$ cat config.mk
export PLATFORM = sky130hd
export DESIGN_NAME = mem_port_arbiter_2to1
export DESIGN_NICKNAME = d
export VERILOG_FILES = /design/src/rtl/mem_msg_pkg.sv /design/src/rtl/mem_arb_id_fifo.sv /design/src/rtl/mem_port_arbiter_2to1.sv
export SDC_FILE = /design/constraint.sdc
export NUM_CORES = 1
export LEC_CHECK = 0
export CORE_AREA = 2 2 155 157
export CTS_CLUSTER_SIZE = 28
export DETAILED_ROUTE_END_ITERATION = 7
export DIE_AREA = 0 0 157 159
export GPL_TIMING_DRIVEN = 0
export PLACE_DENSITY = 0.53
export SYNTH_ARGS = -nofsm -noshare
export SYNTH_HDL_FRONTEND = slang
export SYNTH_SLANG_ARGS = --single-unit
$ cat constraint.sdc
create_clock -name clk -period 2.8 [get_ports clk]
set_clock_uncertainty 0.15 [all_clocks]
set_input_delay 0.28 -clock clk [delete_from_list [all_inputs] [get_ports clk]]
set_output_delay 0.28 -clock clk [all_outputs]
set_load 0.005 [all_outputs]
$ cat src/rtl/mem_msg_pkg.sv
// Shared definitions for the memory request/response message format used by
// the two-client memory port arbiter.
//
// Request message layout (MSB to LSB):
//   type[4] | opaque[8] | addr[32] | len[clog2(data_nbits/8)] | data[data_nbits]
// Response message layout (MSB to LSB):
//   type[4] | opaque[8] | test[2]  | len[clog2(data_nbits/8)] | data[data_nbits]
//
// Contents: message width functions, field-slice helpers, message type
// encodings and the client ID type used to tag outstanding requests.
package mem_msg_pkg;

  localparam int TYPE_NBITS   = 4;
  localparam int OPAQUE_NBITS = 8;
  localparam int ADDR_NBITS   = 32;
  localparam int TEST_NBITS   = 2;

  localparam logic [TYPE_NBITS-1:0] TYPE_READ     = 4'd0;
  localparam logic [TYPE_NBITS-1:0] TYPE_WRITE    = 4'd1;
  localparam logic [TYPE_NBITS-1:0] TYPE_INIT     = 4'd2;
  localparam logic [TYPE_NBITS-1:0] TYPE_AMO_ADD  = 4'd3;
  localparam logic [TYPE_NBITS-1:0] TYPE_AMO_AND  = 4'd4;
  localparam logic [TYPE_NBITS-1:0] TYPE_AMO_OR   = 4'd5;
  localparam logic [TYPE_NBITS-1:0] TYPE_AMO_SWAP = 4'd6;
  localparam logic [TYPE_NBITS-1:0] TYPE_AMO_MIN  = 4'd7;
  localparam logic [TYPE_NBITS-1:0] TYPE_AMO_MINU = 4'd8;
  localparam logic [TYPE_NBITS-1:0] TYPE_AMO_MAX  = 4'd9;
  localparam logic [TYPE_NBITS-1:0] TYPE_AMO_MAXU = 4'd10;
  localparam logic [TYPE_NBITS-1:0] TYPE_AMO_XOR  = 4'd11;

  // One bit is enough to name the issuing client of a two-way merge.
  typedef logic client_id_t;
  localparam client_id_t CLIENT0 = 1'b0;
  localparam client_id_t CLIENT1 = 1'b1;

  function automatic int len_nbits(input int data_nbits);
    return $clog2(data_nbits / 8);
  endfunction

  function automatic int req_nbits(input int data_nbits);
    return data_nbits + len_nbits(data_nbits) + TYPE_NBITS + OPAQUE_NBITS + ADDR_NBITS;
  endfunction

  function automatic int resp_nbits(input int data_nbits);
    return data_nbits + len_nbits(data_nbits) + TYPE_NBITS + OPAQUE_NBITS + TEST_NBITS;
  endfunction

  // LSB positions of the fields, for consumers that need to slice messages.
  function automatic int req_addr_lsb(input int data_nbits);
    return data_nbits + len_nbits(data_nbits);
  endfunction

  function automatic int req_opaque_lsb(input int data_nbits);
    return req_addr_lsb(data_nbits) + ADDR_NBITS;
  endfunction

  function automatic int resp_opaque_lsb(input int data_nbits);
    return data_nbits + len_nbits(data_nbits) + TEST_NBITS;
  endfunction

endpackage

$ cat src/rtl/mem_arb_id_fifo.sv
// In-order client-ID tracking FIFO for the memory port arbiter.
// Holds one client ID per outstanding memory request; the head names the
// client that owns the next memory response.
//
// Ports:
//   clk        clock, rising edge
//   rst_n_i    asynchronous active-low reset (FIFO becomes empty)
//   push_i     write push_id_i at the tail (ignored when full)
//   push_id_i  client ID to enqueue
//   pop_i      drop the head entry (ignored when empty)
//   head_id_o  client ID at the head (meaningless when empty)
//   full_o     p_depth entries held
//   empty_o    no entries held
//   count_o    number of entries held, 0..p_depth
module mem_arb_id_fifo
  import mem_msg_pkg::*;
#(
  parameter int p_depth = 4
) (
  input  logic                     clk,
  input  logic                     rst_n_i,
  input  logic                     push_i,
  input  client_id_t               push_id_i,
  input  logic                     pop_i,
  output client_id_t               head_id_o,
  output logic                     full_o,
  output logic                     empty_o,
  output logic [$clog2(p_depth):0] count_o
);

  localparam int AW = $clog2(p_depth);

  // Pointers carry one extra MSB so that full and empty are distinguishable
  // when the index bits match.
  logic [AW:0] wr_ptr_q, wr_ptr_d;
  logic [AW:0] rd_ptr_q, rd_ptr_d;
  client_id_t  mem_q [p_depth];
  logic        do_push, do_pop;

  always_comb begin
    full_o   = (wr_ptr_q[AW] != rd_ptr_q[AW]) && (wr_ptr_q[AW-1:0] == rd_ptr_q[AW-1:0]);
    empty_o  = (wr_ptr_q == rd_ptr_q);
    count_o  = wr_ptr_q - rd_ptr_q;
    do_push  = push_i & ~full_o;
    do_pop   = pop_i & ~empty_o;
    wr_ptr_d = wr_ptr_q + {{AW{1'b0}}, do_push};
    rd_ptr_d = rd_ptr_q + {{AW{1'b0}}, do_pop};
  end

  always_ff @(posedge clk or negedge rst_n_i) begin
    if (!rst_n_i) begin
      wr_ptr_q <= '0;
      rd_ptr_q <= '0;
    end else begin
      wr_ptr_q <= wr_ptr_d;
      rd_ptr_q <= rd_ptr_d;
    end
  end

  // Storage is not reset: an entry is only read after it has been written.
  always_ff @(posedge clk) begin
    if (do_push) begin
      mem_q[wr_ptr_q[AW-1:0]] <= push_id_i;
    end
  end

  assign head_id_o = mem_q[rd_ptr_q[AW-1:0]];

endmodule

$ cat src/rtl/mem_port_arbiter_2to1.sv
// Two-client to one-port memory request arbiter with response steering.
// Requests from client 0 and client 1 are merged round-robin onto a single
// in-order memory port; the ID of each issued request is queued so the
// in-order memory responses can be routed back to their owners. Messages
// pass through untouched and no register sits on either data path.
//
// Ports:
//   clk                       clock, rising edge
//   reset                     asynchronous active-low reset
//   req0_val/rdy/msg          client 0 request stream (in/out/in)
//   resp0_val/rdy/msg         client 0 response stream (out/in/out)
//   req1_*, resp1_*           same for client 1
//   memreq_val/rdy/msg        merged request to memory (out/in/out)
//   memresp_val/rdy/msg       response from memory (in/out/in)
//   inflight                  number of requests awaiting a response
//   proto_err                 sticky: a response arrived with nothing outstanding
module mem_port_arbiter_2to1
  import mem_msg_pkg::*;
#(
  parameter  int p_data_nbits   = 32,
  parameter  int p_max_inflight = 4,
  localparam int REQ_NBITS      = req_nbits(p_data_nbits),
  localparam int RESP_NBITS     = resp_nbits(p_data_nbits),
  localparam int CNT_W          = $clog2(p_max_inflight) + 1
) (
  input  logic                  clk,
  input  logic                  reset,

  input  logic                  req0_val,
  output logic                  req0_rdy,
  input  logic [REQ_NBITS-1:0]  req0_msg,
  output logic                  resp0_val,
  input  logic                  resp0_rdy,
  output logic [RESP_NBITS-1:0] resp0_msg,

  input  logic                  req1_val,
  output logic                  req1_rdy,
  input  logic [REQ_NBITS-1:0]  req1_msg,
  output logic                  resp1_val,
  input  logic                  resp1_rdy,
  output logic [RESP_NBITS-1:0] resp1_msg,

  output logic                  memreq_val,
  input  logic                  memreq_rdy,
  output logic [REQ_NBITS-1:0]  memreq_msg,
  input  logic                  memresp_val,
  output logic                  memresp_rdy,
  input  logic [RESP_NBITS-1:0] memresp_msg,

  output logic [CNT_W-1:0]      inflight,
  output logic                  proto_err
);

  client_id_t last_grant_q, last_grant_d;
  logic       proto_err_q, proto_err_d;
  logic       grant0, grant1;
  client_id_t grant_id;
  logic       issue_fire, resp_fire;
  logic       fifo_full, fifo_empty;
  client_id_t head_id;

  mem_arb_id_fifo #(
    .p_depth (p_max_inflight)
  ) u_id_fifo (
    .clk       (clk),
    .rst_n_i   (reset),
    .push_i    (issue_fire),
    .push_id_i (grant_id),
    .pop_i     (resp_fire),
    .head_id_o (head_id),
    .full_o    (fifo_full),
    .empty_o   (fifo_empty),
    .count_o   (inflight)
  );

  always_comb begin
    // On a tie, the client that did not win the last issued request goes.
    grant0   = req0_val & (~req1_val | (last_grant_q == CLIENT1));
    grant1   = req1_val & ~grant0;
    grant_id = grant1 ? CLIENT1 : CLIENT0;

    // Full blocks issue even if a response pops this cycle, so there is no
    // combinational path from the response side to the request side.
    // Handshake outputs are also forced low while reset is held.
    memreq_val = reset & (req0_val | req1_val) & ~fifo_full;
    req0_rdy   = reset & grant0 & memreq_rdy & ~fifo_full;
    req1_rdy   = reset & grant1 & memreq_rdy & ~fifo_full;
    memreq_msg = grant1 ? req1_msg : (grant0 ? req0_msg : '0);
    issue_fire = memreq_val & memreq_rdy;

    // Responses only flow while something is outstanding; the FIFO head
    // names the owner.
    resp0_val   = memresp_val & ~fifo_empty & (head_id == CLIENT0);
    resp1_val   = memresp_val & ~fifo_empty & (head_id == CLIENT1);
    resp0_msg   = memresp_msg;
    resp1_msg   = memresp_msg;
    memresp_rdy = ~fifo_empty & ((head_id == CLIENT0) ? resp0_rdy : resp1_rdy);
    resp_fire   = memresp_val & memresp_rdy;

    // A stalled grant keeps last_grant, so the tie order does not rotate.
    last_grant_d = issue_fire ? grant_id : last_grant_q;
    proto_err_d  = proto_err_q | (memresp_val & fifo_empty);
  end

  always_ff @(posedge clk or negedge reset) begin
    if (!reset) begin
      last_grant_q <= CLIENT1;
      proto_err_q  <= 1'b0;
    end else begin
      last_grant_q <= last_grant_d;
      proto_err_q  <= proto_err_d;
    end
  end

  assign proto_err = proto_err_q;

endmodule

======== Yosys cells after proc, flatten, opt, wreduce, memory -nomap -nowiden ========
Memory sizes are Yosys's and may differ from the RTL's.
Index checks and enable logic that the tools add are counted.
storage, ports and cells
  flip-flop bits (word level) ............. 8
  RAM bits ................................ 4
  memories kept ........................... 1
memory list
  memory           words  width  rd ports  clocked after memory_dff  write ports  RTL line               source
  u_id_fifo.mem_q  4      1      1         0                         1            mem_arb_id_fifo.sv:37  client_id_t mem_q [p_depth];
operators by class
  $add $sub $neg .......................... 3
  equality and inequality tests ........... 3
  mux-type cells .......................... 6
  bitwise logic cells ..................... 27
  reduce and logical (&&, ||, !) cells .... 1
operators with widths
  operator              number
  2-to-1 mux 78 bit     2
  AND 1 bit             19
  adder 3 x 1 -> 3 bit  2
  NOT 1 bit             5
  2-to-1 mux 1 bit      4
  == test 3 bit         1
  OR 1 bit              3
  subtractor 3 bit      1
  == test 2 bit         1
  logical AND 1 bit     1
  != test 1 bit         1

======== Depth between registers and ports, before layout ========
Gate-level depths: netlist of the first run.
  depth in word-level cells ............... 8
  depth in mapped cells ................... 8
  gate-level depth less buffers ........... 8

======== Hierarchy ========
Synthesis of the first run repeated with hierarchy kept, for this count alone.
second synthesis, totals
  cells, all modules ...................... 262
  area total of the unflattened synthesis .. 2414.8 um^2
by module, submodules not included
  module                 times used  cells each  area each (um^2)  seq. area each (um^2)
  mem_port_arbiter_2to1  1           222         1885.6            51.3
  mem_arb_id_fifo        1           40          529.3             270.3

======== Worst setup path after synthesis of the first run ========
No wires, ideal clock.
  path kind ............................... flip-flop to flip-flop
  from .................................... register u_id_fifo.wr_ptr_q[0]
  to ...................................... register u_id_fifo.rd_ptr_q[2]
  library setup time ...................... 0.123 ns
  arrival time ............................ 1.655 ns
  required time ........................... 2.527 ns
  path slack .............................. 0.872 ns
  cell stages (with the launch flop) ...... 9
  path buffers ............................ 0
  cell sequence ........................... dfrtp_1 -> inv_1 -> ha_1 -> nand2_1 -> o21ai_0 -> nor2_1 -> ha_1 -> ha_1 -> xor2_1
on the way
  word-level cells in the longest chain between the ends .. 6
RTL lines
  element                          RTL line                                            source
  start: declaration               mem_arb_id_fifo.sv:35                               logic [AW:0] wr_ptr_q, wr_ptr_d;
  start signal: assignment         mem_arb_id_fifo.sv:55                               wr_ptr_q <= wr_ptr_d;
  == test 3 bit (*)                mem_arb_id_fifo.sv:42                               empty_o = (wr_ptr_q == rd_ptr_q);
  NOT 1 bit (*)                    mem_arb_id_fifo.sv:45, mem_port_arbiter_2to1.sv:97
  AND 1 bit                        mem_port_arbiter_2to1.sv:97                         memresp_rdy = ~fifo_empty & ((head_id == CLIENT0) ? resp0_rdy : resp1_rdy);
  AND 1 bit                        mem_port_arbiter_2to1.sv:98                         resp_fire = memresp_val & memresp_rdy;
  AND 1 bit (*)                    mem_arb_id_fifo.sv:45                               do_pop = pop_i & ~empty_o;
  adder 3 x 1 -> 3 bit (*)         mem_arb_id_fifo.sv:47                               rd_ptr_d = rd_ptr_q + {{AW{1'b0}}, do_pop};
  named net u_id_fifo.rd_ptr_d[2]  mem_arb_id_fifo.sv:36                               logic [AW:0] rd_ptr_q, rd_ptr_d;
  end signal: assignment           mem_arb_id_fifo.sv:56                               rd_ptr_q <= rd_ptr_d;
  end: declaration                 mem_arb_id_fifo.sv:36
Mark *: on every way through the listed nets, which the timed path passes. The rest lies on a longest branch.
A chain may end at the register's enable or synchronous reset.

======== Worst setup path in the final report of the first run ========
  from .................................... input req0_val
  to ...................................... output memreq_msg[51]
on the way
  word-level cells in the longest chain between the ends .. 4
  elaborated cells between the ends (all ways) .. 5
  classes of those cells .................. mux (2); bitwise (3)
RTL lines
  element                RTL line                     source
  start: declaration     mem_port_arbiter_2to1.sv:29  input logic req0_val,
  AND 1 bit (*)          mem_port_arbiter_2to1.sv:78  grant0 = req0_val & (~req1_val | (last_grant_q == CLIENT1));
  NOT 1 bit              mem_port_arbiter_2to1.sv:79  grant1 = req1_val & ~grant0;
  AND 1 bit              mem_port_arbiter_2to1.sv:79
  2-to-1 mux 78 bit (*)  mem_port_arbiter_2to1.sv:88  memreq_msg = grant1 ? req1_msg : (grant0 ? req0_msg : '0);
  end: declaration       mem_port_arbiter_2to1.sv:45  output logic [REQ_NBITS-1:0] memreq_msg,
Mark *: on every way between the ends. The rest lies on a longest branch, timed or not.

==> results_dict.tcl, run 1 <==
set metrics [dict create \
    status "finished clean" \
    clock_sinks 12 \
    synthesis.nets 624 \
    drc 0 \
    leakage_nw 3.34 \
    relSlewSlack_pct 64.5 \
    regArea_um2 322 \
    max-cap-violations 0 \
    yosysTopAreaCell "mux2i_1" \
    routed-via-count 3586 \
    start_kind "primary input" \
    grt_antenna_before_repair 0 \
    wl_per_cell_um 12.4 \
    final_max_slew_viol_count 0 \
    critPathMaxFanout 10 \
    antenna_left 0 \
    path_clk_slew_ns 0.04 \
    place_area_mm2 0.00674 \
    ys_ff_latch 12 \
    routabilityCongestion 0.722 \
    drive_gt1_share_pct 15.5 \
    async_flop_share_pct 66.7 \
    ctsHoldBuffers 0 \
    cts_made_buffers 3 \
    tightest_slew_ns 0.531 \
    portBuffers 346 \
    finalSetupTns_ns 0 \
    max-clock-path-buffers 2 \
    ys.warnings.count 0 \
    reg2reg_slack_ns 0.63 \
    end_kind "primary output" \
    area_delta_synth_final_pct 137 \
    hold_viol_final 0 \
    drtPass1Iterations 4 \
    grt.overflow.total 0 \
    hpwl_um 11800 \
    crit_top_cell "clkdlybuf4s50_1" \
    fin_area_mm2 0.00683 \
    yosysMostFrequentCell "buf_4" \
    max_stage_delay_ns 0.57 \
    floorplan.initialDensity_pct 12.4 \
    grt_pass1_vias 3675 \
    root_buffer "clkbuf_16" \
    cts_max_level 1 \
    crit_type "primary input to primary output" \
    rsz0062_at_grt "no" \
    synth_seq_area_share_pct 11.2 \
    synth.avg_cell_area_um2 7.11 \
    multi_input_area_mm2 0.00138 \
    rows 56 \
    synth_edf_count 4 \
    viasPerCell 3.34 \
    synth_top_flop_cell "dfrtp_1" \
    drt-total-wl_um 13300 \
    synthTopCellsByArea "mux2i_1, buf_4, inv_1" \
    io_pins 396 \
    cts_tree "built" \
    die_h_um 159 \
    synthCells 405 \
    synth_common_cells "buf_4, inv_1, nand2_1" \
    grt_max_degree 11 \
    dr.first_iter.drc_count 111 \
    final.min_clock_period_ns 2.67 \
    critical_path_required_ns 2.37 \
    synth_top_area_share_pct 27.5 \
    worstPathCellList "clkdlybuf4s50_1 -> o21ai_1 -> buf_4 -> buf_6 -> mux2i_1 -> clkdlybuf4s50_1" \
    grt_pass1_wl_um 19300 \
    core_area_mm2 0.0232 \
    setup_viol 0 \
    clk_latency_ns 0.24 \
    hold_path.class "primary input to asynchronous set/reset pin" \
    fin_crit_sh_pct 95.3 \
    die_area_mm2 0.0250 \
    fmax_mhz 375 \
    power_density_mw_per_mm2 348 \
    n_fill_cell 2483 \
    post-cts-setup-buffers 0 \
    grt_usage_pct 9.69 \
    yosysUniqueCellTypes 27 \
    ir_drop_mv 0.262 \
    fp.dieW_um 157 \
    netlist_area_mm2 0.00288 \
    num-nets-final 975 \
    cts_resized 0 \
    final_util_pct 29.5 \
    crit_arrival_ns 2.24 \
    crit_slowest_cell "clkdlybuf4s50_1" \
    diodes 0 \
]
-- final timing paths --
kind	from	to	depth (start not counted)
setup / recovery	req0_val	memreq_msg[51]	6
max in group asynchronous	reset	last_grant_q$_DFFE_PN1P_	1
min in group clk	proto_err$_DFF_PN0_	proto_err$_DFF_PN0_	1
hold / removal	reset	proto_err$_DFF_PN0_	1
setup reg to reg	u_id_fifo.wr_ptr_q[0]$_DFF_PN0_	u_id_fifo.rd_ptr_q[2]$_DFF_PN0_	8
hold reg to reg	proto_err$_DFF_PN0_	proto_err$_DFF_PN0_	1
-- registers in the layout, summed over array words and instances (netlist names) --
register,count
last_grant_q,1
proto_err,1
u_id_fifo.mem_q,4
u_id_fifo.rd_ptr_q,3
u_id_fifo.wr_ptr_q,3
-- worst max-delay path, delay by kind of cell --
family	cells	cell delay (ns)
AO/OA/AOI/OAI	1	0.12
multiplexers	1	0.32
buffers and inverters	4	1.51
-- report_power, final --
part	switching [W]	internal, W	leakage [nW]
sequential	0.0000621	0.000255	0.127
clock	0.0000759	0.000216	0.0442
combinational	0.000642	0.00113	3.17
-- layout by cell type, fill, tap and decap left out, drive strengths merged, types with 3 or more instances in the layout --
| master | netlist | final |
|---|---|---|
| clkbuf | 7 | 11 |
| nor3 | 4 | 4 |
| clkdlybuf4s50 | 0 | 346 |
| ha | 6 | 6 |
| buf | 107 | 107 |
| o21ai | 3 | 3 |
| xor2 | 4 | 4 |
| dfrtp | 7 | 7 |
| nand2 | 81 | 81 |
| edfxtp | 4 | 4 |
| nor2 | 6 | 6 |
| mux2i | 79 | 79 |
| inv | 85 | 85 |
-- cells by family (layout without fill, tap and decap cells) --
| family | after synthesis | after routing | synth area share, % |
|---|---|---|---|
| DFF | 12 | 12 | 11.2 |
| muxes | 80 | 80 | 28.2 |
| and+or+nand+nor | 93 | 93 | 12.7 |
| AOI/OAI and AO/OA | 10 | 10 | 2.48 |
| adders and majority gates | 7 | 7 | 3.30 |
| buffers and inverters | 199 | 549 | 40.9 |
| xor gates and xnor gates | 4 | 4 | 1.22 |
-- cell type report --
| class | instances | area share (%) |
|---|---|---|
| multi-input combinational | 194 | 20.2 |
| inverter | 85 | 4.67 |
| clock buffer | 4 | 1.30 |
| buffer | 114 | 12.6 |
| tap | 319 | 5.84 |
| sequential | 12 | 4.71 |
| timing repair buffer | 346 | 50.7 |
-- layer usage --
layer / track usage, % / part of all wire, % / vias up
met5: 0 / 0 / -
met4: 1.08 / 0.71 / 0
met3: 1.80 / 7.5 / 9
met2: 19.7 / 54 / 182
met1: 10.4 / 37 / 1560
li1: - / - / 1835
-- metrics by stage --
| stage | cells | hold WS [ns] | setup WS (ns) | total power, W |
|---|---|---|---|---|
| floorplan | 405 | -0.166 | 0.872 | 0.00108 |
| global placement | 1070 | 0.293 | 0.0558 | 0.00212 |
| detailed placement | 1070 | 0.300 | 0.0777 | 0.00213 |
| CTS | 1074 | 0.223 | 0.0543 | 0.00243 |
| global route | 1074 | 0.239 | 0.000854 | 0.00257 |
| finish | 1074 | 0.206 | 0.131 | 0.00238 |
Power figures use the tool's default switching activity.
==> run 2, diff against run 1 <==
- GPL_ROUTABILITY_DRIVEN: default -> 0
==> results of run 2 <==
Same layout as run 1: the final DEF is identical, and so are final timing and power.
==> run 3, diff against run 2 <==
- CTS_CLUSTER_DIAMETER: default -> 150
==> results of run 3 <==
Same layout as run 1: the final DEF is identical, and so are final timing and power.
